===== config.mk =====
export PLATFORM = sky130hd
export DESIGN_NAME = count_bits_pipe
export DESIGN_NICKNAME = d
export VERILOG_FILES = /design/src/rtl/count_bits_pkg.sv /design/src/rtl/count_bits_csa.sv /design/src/rtl/count_bits_pipe.sv
export SDC_FILE = /design/constraint.sdc
export NUM_CORES = 1
export LEC_CHECK = 0
export ABC_AREA = 1
export CELL_PAD_IN_SITES_DETAIL_PLACEMENT = 0
export CELL_PAD_IN_SITES_GLOBAL_PLACEMENT = 1
export CORE_MARGIN = 3
export CORE_UTILIZATION = 32
export CTS_CLUSTER_SIZE = 30
export DETAILED_ROUTE_END_ITERATION = 10
export DONT_BUFFER_PORTS = 1
export PLACE_DENSITY_LB_ADDON = 0.1
export SLEW_MARGIN = 20
export SYNTH_ARGS = -nofsm -noshare
export SYNTH_HDL_FRONTEND = slang
export SYNTH_SLANG_ARGS = --single-unit

===== constraint.sdc =====
create_clock -name clk -period 1.2 [get_ports clk]
set_input_delay 0.12 -clock clk [delete_from_list [all_inputs] [get_ports clk]]
set_output_delay 0.12 -clock clk [all_outputs]
set_load 0.01 [all_outputs]

===== src/rtl/count_bits_pkg.sv =====
// Shared types and helpers for the count_bits pipeline: mode encoding,
// per-nibble population count and the 3:2 carry-save compressor.
package count_bits_pkg;

  typedef enum logic [1:0] {
    MODE_ZEROS = 2'b00,
    MODE_ONES  = 2'b01,
    MODE_LZ    = 2'b10,
    MODE_TZ    = 2'b11
  } mode_e;

  // Wide enough for a count of up to 256; modules truncate to their own width.
  localparam int CNT_W = 9;
  typedef logic [CNT_W-1:0] cnt_t;

  typedef struct packed {
    cnt_t s;
    cnt_t c;
  } csa_t;

  // Number of set bits in a nibble (0..4).
  function automatic logic [2:0] nib_cnt(input logic [3:0] n);
    return {2'b00, n[0]} + {2'b00, n[1]} + {2'b00, n[2]} + {2'b00, n[3]};
  endfunction

  // 3:2 compressor: a + b + c == s + c_out. The operands always sum to at
  // most 256, so the shifted-out majority bit is always zero.
  function automatic csa_t csa32(input cnt_t a, input cnt_t b, input cnt_t c);
    csa_t r;
    r.s = a ^ b ^ c;
    r.c = ((a & b) | (a & c) | (b & c)) << 1;
    return r;
  endfunction

endpackage


===== src/rtl/count_bits_csa.sv =====
// Combinational popcount front end: per-nibble counts reduced by a tree of
// 3:2 compressors down to one sum/carry pair. Counts ones, or zeros when
// ones=0.
module count_bits_csa
  import count_bits_pkg::*;
#(
  parameter int W = 32
) (
  input  logic [W-1:0]       x,
  input  logic               ones,
  output logic [$clog2(W):0] sum,
  output logic [$clog2(W):0] carry
);

  localparam int YW    = $clog2(W) + 1;
  localparam int NIB   = W / 4;
  // Each compressor consumes three nodes and appends two, FIFO order, so the
  // tree has NIB-2 compressors and the final pair lands in the last two nodes.
  localparam int NODES = 3 * NIB - 4;

  logic [W-1:0] xv;
  cnt_t         node [NODES];

  assign xv = ones ? x : ~x;

  // Leaf counts then breadth-first compression.
  always_comb begin
    for (int i = 0; i < NODES; i++) node[i] = '0;
    for (int i = 0; i < NIB; i++) node[i] = cnt_t'(nib_cnt(xv[4*i +: 4]));
    for (int k = 0; k < NIB - 2; k++)
      {node[NIB+2*k], node[NIB+2*k+1]} = csa32(node[3*k], node[3*k+1], node[3*k+2]);
  end

  assign sum   = node[NODES-2][YW-1:0];
  assign carry = node[NODES-1][YW-1:0];

endmodule


===== src/rtl/count_bits_pipe.sv =====
// Two-stage bit-count pipeline with valid/ready flow control.
// S1 holds the carry-save pair (or the leading/trailing-zero count with a
// zero carry), S2 holds the resolved count. Optional saturating accumulator
// of delivered results is enabled by defining COUNT_BITS_PIPE_ACC_EN.
module count_bits_pipe
  import count_bits_pkg::*;
#(
  parameter int W     = 32,
  parameter int ACC_W = 16
) (
  input  logic               clk,
  input  logic               rst_n,
  input  logic               in_valid,
  output logic               in_ready,
  input  logic [W-1:0]       x,
  input  logic [1:0]         mode,
  output logic               out_valid,
  input  logic               out_ready,
  output logic [$clog2(W):0] y,
  output logic [1:0]         y_mode
`ifdef COUNT_BITS_PIPE_ACC_EN
  ,
  input  logic               acc_clr,
  output logic [ACC_W-1:0]   acc_r
`endif
);

  localparam int YW = $clog2(W) + 1;
  typedef logic [YW-1:0] ycnt_t;

  logic         s1_v_q, s2_v_q;
  logic         s1_adv, s2_adv;
  ycnt_t        csa_sum, csa_carry, tz_cnt;
  ycnt_t        s1_sum_d, s1_carry_d, s1_sum_q, s1_carry_q;
  ycnt_t        y_d, y_q;
  mode_e        s1_mode_q, y_mode_q;
  logic [W-1:0] xs;

  // A stage moves when it is empty or the stage after it moves.
  assign s2_adv   = !s2_v_q || out_ready;
  assign s1_adv   = !s1_v_q || s2_adv;
  assign in_ready = s1_adv;

  count_bits_csa #(.W(W)) u_csa (
    .x     (x),
    .ones  (mode == MODE_ONES),
    .sum   (csa_sum),
    .carry (csa_carry)
  );

  // Leading zeros are trailing zeros of the bit-reversed word; all-zero gives W.
  always_comb begin
    xs = x;
    if (mode == MODE_LZ)
      for (int i = 0; i < W; i++) xs[i] = x[W-1-i];
    tz_cnt = ycnt_t'(W);
    for (int i = W - 1; i >= 0; i--)
      if (xs[i]) tz_cnt = ycnt_t'(i);
  end

  // S1 payload: popcount modes keep the carry-save pair, zero-run modes the count.
  always_comb begin
    s1_sum_d   = csa_sum;
    s1_carry_d = csa_carry;
    if (mode[1]) begin
      s1_sum_d   = tz_cnt;
      s1_carry_d = '0;
    end
  end

  // Final add never overflows: sum + carry is at most W.
  assign y_d = s1_sum_q + s1_carry_q;

  // S1 register.
  always_ff @(posedge clk or negedge rst_n) begin
    if (!rst_n) begin
      s1_v_q     <= 1'b0;
      s1_sum_q   <= '0;
      s1_carry_q <= '0;
      s1_mode_q  <= MODE_ZEROS;
    end else if (s1_adv) begin
      s1_v_q <= in_valid;
      if (in_valid) begin
        s1_sum_q   <= s1_sum_d;
        s1_carry_q <= s1_carry_d;
        s1_mode_q  <= mode_e'(mode);
      end
    end
  end

  // S2 register; holds its payload while stalled by the consumer.
  always_ff @(posedge clk or negedge rst_n) begin
    if (!rst_n) begin
      s2_v_q   <= 1'b0;
      y_q      <= '0;
      y_mode_q <= MODE_ZEROS;
    end else if (s2_adv) begin
      s2_v_q <= s1_v_q;
      if (s1_v_q) begin
        y_q      <= y_d;
        y_mode_q <= s1_mode_q;
      end
    end
  end

  assign out_valid = s2_v_q;
  assign y         = y_q;
  assign y_mode    = y_mode_q;

`ifdef COUNT_BITS_PIPE_ACC_EN
  localparam int SUM_W = ACC_W + YW + 1;
  logic [ACC_W-1:0] acc_q;
  logic [SUM_W-1:0] acc_sum;

  assign acc_sum = SUM_W'(acc_q) + SUM_W'(y_q);

  // Saturating running sum of delivered results; clear wins over a transfer.
  always_ff @(posedge clk or negedge rst_n) begin
    if (!rst_n)
      acc_q <= '0;
    else if (acc_clr)
      acc_q <= '0;
    else if (s2_v_q && out_ready)
      acc_q <= (|acc_sum[SUM_W-1:ACC_W]) ? '1 : acc_sum[ACC_W-1:0];
  end

  assign acc_r = acc_q;
`else
  // Accumulator not built.
`endif

endmodule


==> results.md, run 1 <==
* Post-synth top cells: nand2_1, inv_1, o21ai_0
* Die Height at 102 microns
* Vias in the first global route at 2693
* CTS tree: done
* First-pass GRT wire length at 12800 microns
* Seq/Total Area, Yosys at 0.187
* Worst setup SP type: input port
* Syn. warnings at 0
* Yosys top cell by area: dfrtp_1
* Syn_area_per_cell at 6.80 sq um
* Power Density at 1250 nW/um^2
* FF+latch count, synth at 22
* Storage element area at 551 sq um
* WL per Instance at 13.0 microns
* Die Area at 10400 sq um
* Setup WS post-layout at -1.82 ns
* Post-placement setup slack at -2.22 ns
* Worst skew pair latency at 0.26 ns
* Core ar. at 8850 sq um
* First drt pass iteration count at 4
* Worst slew margin at 0.662
* Die Wd at 102 microns
* Max Root-Sink Buffers at 2
* Slew @ Worst Pin at 0.507 ns
* Vias per Instance at 4.46
* Sink Count at 22
* Final setup fails at 13
* Initial antenna violation count at 0
* Starting Density at 0.333
* Share of layout cells above drive strength 1 at 0.350
* CP endpoint kind: register
* Distinct cells, synth at 33
* P_leak at 2.15 nW
* Critical Path RT at 1.36 ns
* Crit Path Category: in -> reg
* Hold Path Class: in -> reg
* Synthesized cell area at 2950 sq um
* Peak Freq at 331 MHz
* Skew final at 0.00516 ns
* Drt initial violations at 86
* Antenna Nets Post-Route at 0
* Tcrit/Tclk final at 2.52
* Placed insts at 595
* Nets at 585
* DRC viols at 0
* Final min period at 3.02 ns
* RSZ-0062 raised after global routing: yes
* Filler instances at 914
* Multi-input gate area at 2380 sq um
* Gp weighted congestion at 0.785
* Via count at 2734
* EDFF count, synth at 0
* Largest net degree at the start of global routing at 33
* Final std cells w/o fill at 613
* Critical Path AT at 3.18 ns
* Max Slew Vio Count at 0
* Failing checks: negative setup slack
* Synth top area cells: dfrtp_1, fa_1, nand2_1
* Number of buffers created by CTS at 3
* GR Util All Layers at 0.156
* H-tree depth at 1
* Async SR Flop Fraction at 1.00
* Syn_nets at 513
* Share of the synthesized area in the top cell type at 0.187
* Detailed Place HPWL at 6410 microns
* Final Hold Fails at 0
* # diodes at 0
* Overall power at 0.00530 W
* Status: complete, but fails checks
* Detailed Route WL at 7970 microns
* Max-cap violation count at 0
* Synth-to-layout area growth at 43.9%
* PortBufs at 0
* Clk slew on worst S/H paths at 0.08 ns
* I/O pin cnt at 48
* Main synth FF type: dfrtp_1
* VDD IR max at 0.592 mV
* CTS root buf: clkbuf_8
* CP max FO at 6
* Rows at 34
* Most frequent cell after synthesis: nand2_1
* Cells after Synth at 434
* GRT overflow at 0
* Setup TNS at -14.14 ns
==> power by group <==
group	switching [W]	leakage, nW	internal [W]
Sequential	0.000199	0.275	0.000976
Clock	0.000243	0.0288	0.000293
Combinational	0.00182	1.84	0.00177
==> final timing paths <==
check	from	endpoint	slack (ns)	cells after the start
max in group asynchronous	rst_n	s1_mode_q[0]	0.50	2
setup / recovery	mode[1]	s1_sum_q[2]	-1.82	14
min in group asynchronous	rst_n	y[5]	0.35	2
setup reg to reg	s1_carry_q[2]	y[3]	-0.09	4
hold reg to reg	s1_mode_q[0]	s1_mode_q[0]	0.50	2
hold / removal	out_ready	out_valid	0.04	3
==> state kept, by name, indices dropped and copies added, names as in the netlist <==
name	count
out_valid	1
y_mode	2
s1_carry_q	4
s1_v_q	1
s1_sum_q	6
y	6
s1_mode_q	2
==> timing repair <==
item	in CTS	in global routing
pin swaps	36	27
hold buffers	1	1
setup buffers	4	3
endpoints found under the hold margin	22	22
gates resized for setup	40	43
gates cloned	2	4
setup endpoints to repair	13	18
==> placed cells by master (no fill, tap or decap), drive strengths merged, types with 7 or more instances in the layout <==
cell type / n
a21oi: 8
buf: 72
clkbuf: 7
dfrtp: 22
fa: 25
ha: 16
inv: 109
nand2: 125
nand3: 7
nor2: 30
o21ai: 46
xor2: 18
==> through the flow <==
| step | hold slack [ns] | instance area (sq um) | util |
|---|---|---|---|
| after CTS | 0.0445 | 3940 | 0.445 |
| final | 0.0432 | 4250 | 0.480 |
| after detailed placement | -0.175 | 3690 | 0.417 |
| after floorplan | -0.176 | 3160 | - |
| after global routing | 0.0573 | 4250 | 0.480 |
| after global placement | -0.175 | 3690 | 0.417 |
==> worst max-delay path, stage by stage <==
cell	delay [ns]
clkinv_16	0.05
nand2_8	0.10
xor2_4	0.17
fa_2	0.39
inv_2	0.07
ha_4	0.12
fa_1	0.43
fa_1	0.50
inv_2	0.04
fa_1	0.52
inv_1	0.05
fa_2	0.51
nand2_1	0.05
o311ai_1	0.06
==> cells by family after synthesis <==
logic type | share of synthesized area
flops | 0.187
simple gates | 0.211
mux | 0.0114
compound gates | 0.131
buf+inv | 0.166
fa+ha+maj | 0.237
xor+xnor | 0.0564
==> cell type report <==
| cell class | instances | area share |
|---|---|---|
| flip-flops and latches | 22 | 0.130 |
| inverters | 110 | 0.108 |
| well taps | 108 | 0.0318 |
| clock buffers | 4 | 0.0130 |
| repair buffers | 76 | 0.156 |
| multi-input cells | 293 | 0.561 |
==> routing by layer <==
metal,share of wire,global-route usage
met2,0.49,0.258
met5,0,0
met3,0.042,0.0334
met4,0.0024,0.0121
met1,0.47,0.220
(Power assumes the default switching activity.)
==> run 2: changes to the inputs <==
SETUP_SLACK_MARGIN = 0.02   (was default)
==> results.md, run 2 (synthesis results as in run 1) <==
* Status: complete, but fails checks
* Failing checks: negative setup slack
* Hold EP: out_valid
* Share of layout cells above drive strength 1 at 0.368 (+0.0171)
* Slew @ Worst Pin at 0.508 ns (+0.00123 ns)
* Vias per Instance at 4.39 (-1.5%)
* Hold Path Class: in -> reg
* H-tree depth at 1 (unchanged)
* CTS root buf: clkbuf_8
* RSZ-0062 raised after global routing: yes
* CP max FO at 6 (unchanged)
* GRT overflow at 0 (unchanged)
* Nets at 586 (+0.17%)
* Worst slew margin at 0.661 (-0.000822)
* Final Hold Fails at 0 (unchanged)
* Hold Path Origin: out_ready
* Critical Path RT at 1.37 ns (about the same)
* Max Root-Sink Buffers at 2 (unchanged)
* Synth-to-layout area growth at 42.2%
* Sink Count at 22 (unchanged)
* Die Area at 10400 sq um (unchanged)
* Die Wd at 102 microns (unchanged)
* Die Height at 102 microns (unchanged)
* First drt pass iteration count at 4 (unchanged)
* Skew final at 0.00766 ns (+0.00250 ns)
* Drt initial violations at 58 (-33%)
* Rows at 34 (unchanged)
* Worst setup SP type: input port
* First-pass GRT wire length at 12700 microns (-1.0%)
* Hold Path Depth at 3 (unchanged)
* Power Density at 1300 nW/um^2 (+4.0%)
* Crit Path Category: in -> reg
* Via count at 2698 (-1.3%)
* Setup TNS at -14.29 ns (-0.151 ns)
* Antenna Nets Post-Route at 0 (unchanged)
* PortBufs at 0 (unchanged)
* I/O pin cnt at 48 (unchanged)
* Commonest non-fill, non-tap cells in the layout: nand2_1, inv_1, buf_4, o21ai_0
* WL per Instance at 13.0 microns (-0.21%)
* Worst skew pair latency at 0.27 ns (about the same)
* Filler instances at 923 (+0.98%)
* R2r startpoint: s1_carry_q[2]
* GR Util All Layers at 0.155 (-0.000285)
* P_leak at 2.15 nW (about the same)
* Peak Freq at 327 MHz (-1.4%)
* Placed insts at 600 (+0.84%)
* Gp weighted congestion at 0.789 (+0.50%)
* Final std cells w/o fill at 614 (+0.16%)
* VDD IR max at 0.761 mV (+29%)
* Starting Density at 0.333 (unchanged)
* DRC viols at 0 (unchanged)
* Critical Path AT at 3.23 ns (+0.05 ns)
* Storage element area at 551 sq um (unchanged)
* Reg2reg end: y[3]
* Number of buffers created by CTS at 3 (unchanged)
* R2r setup slk at -0.08 ns (about the same)
* Setup WS post-layout at -1.86 ns (-0.0426 ns)
* Multi-input gate area at 2350 sq um (-1.3%)
* Max-cap violation count at 0 (unchanged)
* Tcrit/Tclk final at 2.55 (+0.0355)
* Initial antenna violation count at 0 (unchanged)
* Detailed Place HPWL at 6490 microns (+1.2%)
* # diodes at 0 (unchanged)
* Largest net degree at the start of global routing at 33 (unchanged)
* Worst R2R Path Depth at 4 (unchanged)
* Final setup fails at 12 (-1)
* Clk slew on worst S/H paths at 0.09 ns (about the same)
* Core ar. at 8850 sq um (unchanged)
* Vias in the first global route at 2615 (-2.9%)
* Commonest non-fill, non-tap cell in the layout: nand2_1
* Post-placement setup slack at -2.27 ns (-0.0469 ns)
* Detailed Route WL at 7970 microns (about the same)
* Final min period at 3.06 ns (+0.0426 ns)
* Max Slew Vio Count at 0 (unchanged)
* CTS tree: done
* CP endpoint kind: register
[run 2: cell count changes in the layout (fill, tap and decap cells not counted), moves of 2 or more]
| cell | change |
|---|---|
| nand2_1 | -6 |
| xor2_1 | +3 |
| nor2_2 | +4 |
| clkbuf_16 | -2 |
| nor2_1 | -3 |
| buf_4 | +4 |
| xor2_4 | -4 |
| nand2_2 | +5 |
[run 2: worst max path at each step]
stage          startpoint          end  slack, ns  depth (start not counted)
2_1_floorplan     mode[1]  s1_sum_q[2]      -2.12                         17
3_3_place_gp      mode[1]  s1_sum_q[2]      -2.16                         16
3_5_place_dp      mode[1]  s1_sum_q[2]      -2.27                         16
4_1_cts           mode[1]  s1_sum_q[2]      -1.88                         14
5_1_grt           mode[1]  s1_sum_q[2]      -1.94                         16
6_report          mode[1]  s1_sum_q[2]      -1.86                         14
[run 2: area by class of cell]
cell class	count	share of cell area
multi-input cells	293	0.560
repair buffers	77	0.151
flip-flops and latches	22	0.131
inverters	110	0.109
well taps	108	0.0322
clock buffers	3	0.00984
clock inverters	1	0.00716
[run 2: through the flow]
stage                     power [W]  utilization  hold WS, ns  area, sq um
after floorplan             0.00319            -       -0.176         3170
after global placement      0.00395        0.421       -0.175         3730
after detailed placement    0.00402        0.421       -0.175         3730
after CTS                   0.00520        0.451       0.0592         3990
after global routing        0.00606        0.474       0.0460         4200
final                       0.00544        0.474       0.0437         4200
[run 2: layer usage]
metal | global-route usage | part of all wire | up-vias | routed length, microns
met5 | 0 | 0 | - | 0
met4 | 0.0182 | 0.0045 | 0 | 36
met3 | 0.0287 | 0.044 | 4 | 347
met1 | 0.223 | 0.48 | 1211 | 3790
li1 | - | - | 1442 | -
met2 | 0.254 | 0.48 | 41 | 3800
[run 2: worst max-delay path, stage by stage]
cell and delay, ns:
clkinv_16 0.05, nand2_8 0.10, xor2_2 0.20, fa_2 0.35
inv_2 0.07, ha_4 0.12, inv_2 0.03, fa_1 0.49
fa_2 0.45, fa_1 0.55, inv_1 0.06, fa_2 0.52
nand2_2 0.05, o311ai_2 0.06
[run 2: report_power, final]
group          leakage [nW]  switching [W]  internal (W)
clock network        0.0357       0.000263      0.000446
registers             0.275       0.000209      0.000975
logic                  1.84        0.00181       0.00174
total                  2.15        0.00229       0.00316
[run 2: what timing repair did]
| item | CTS | global route |
|---|---|---|
| hold buffers | 1 | 1 |
| resized for setup | 46 | 41 |
| endpoints found under the hold margin | 22 | 22 |
| cloned | 2 | 1 |
| setup buffers | 1 | 4 |
| setup endpoints to repair | 15 | 17 |
| pin swaps | 31 | 18 |
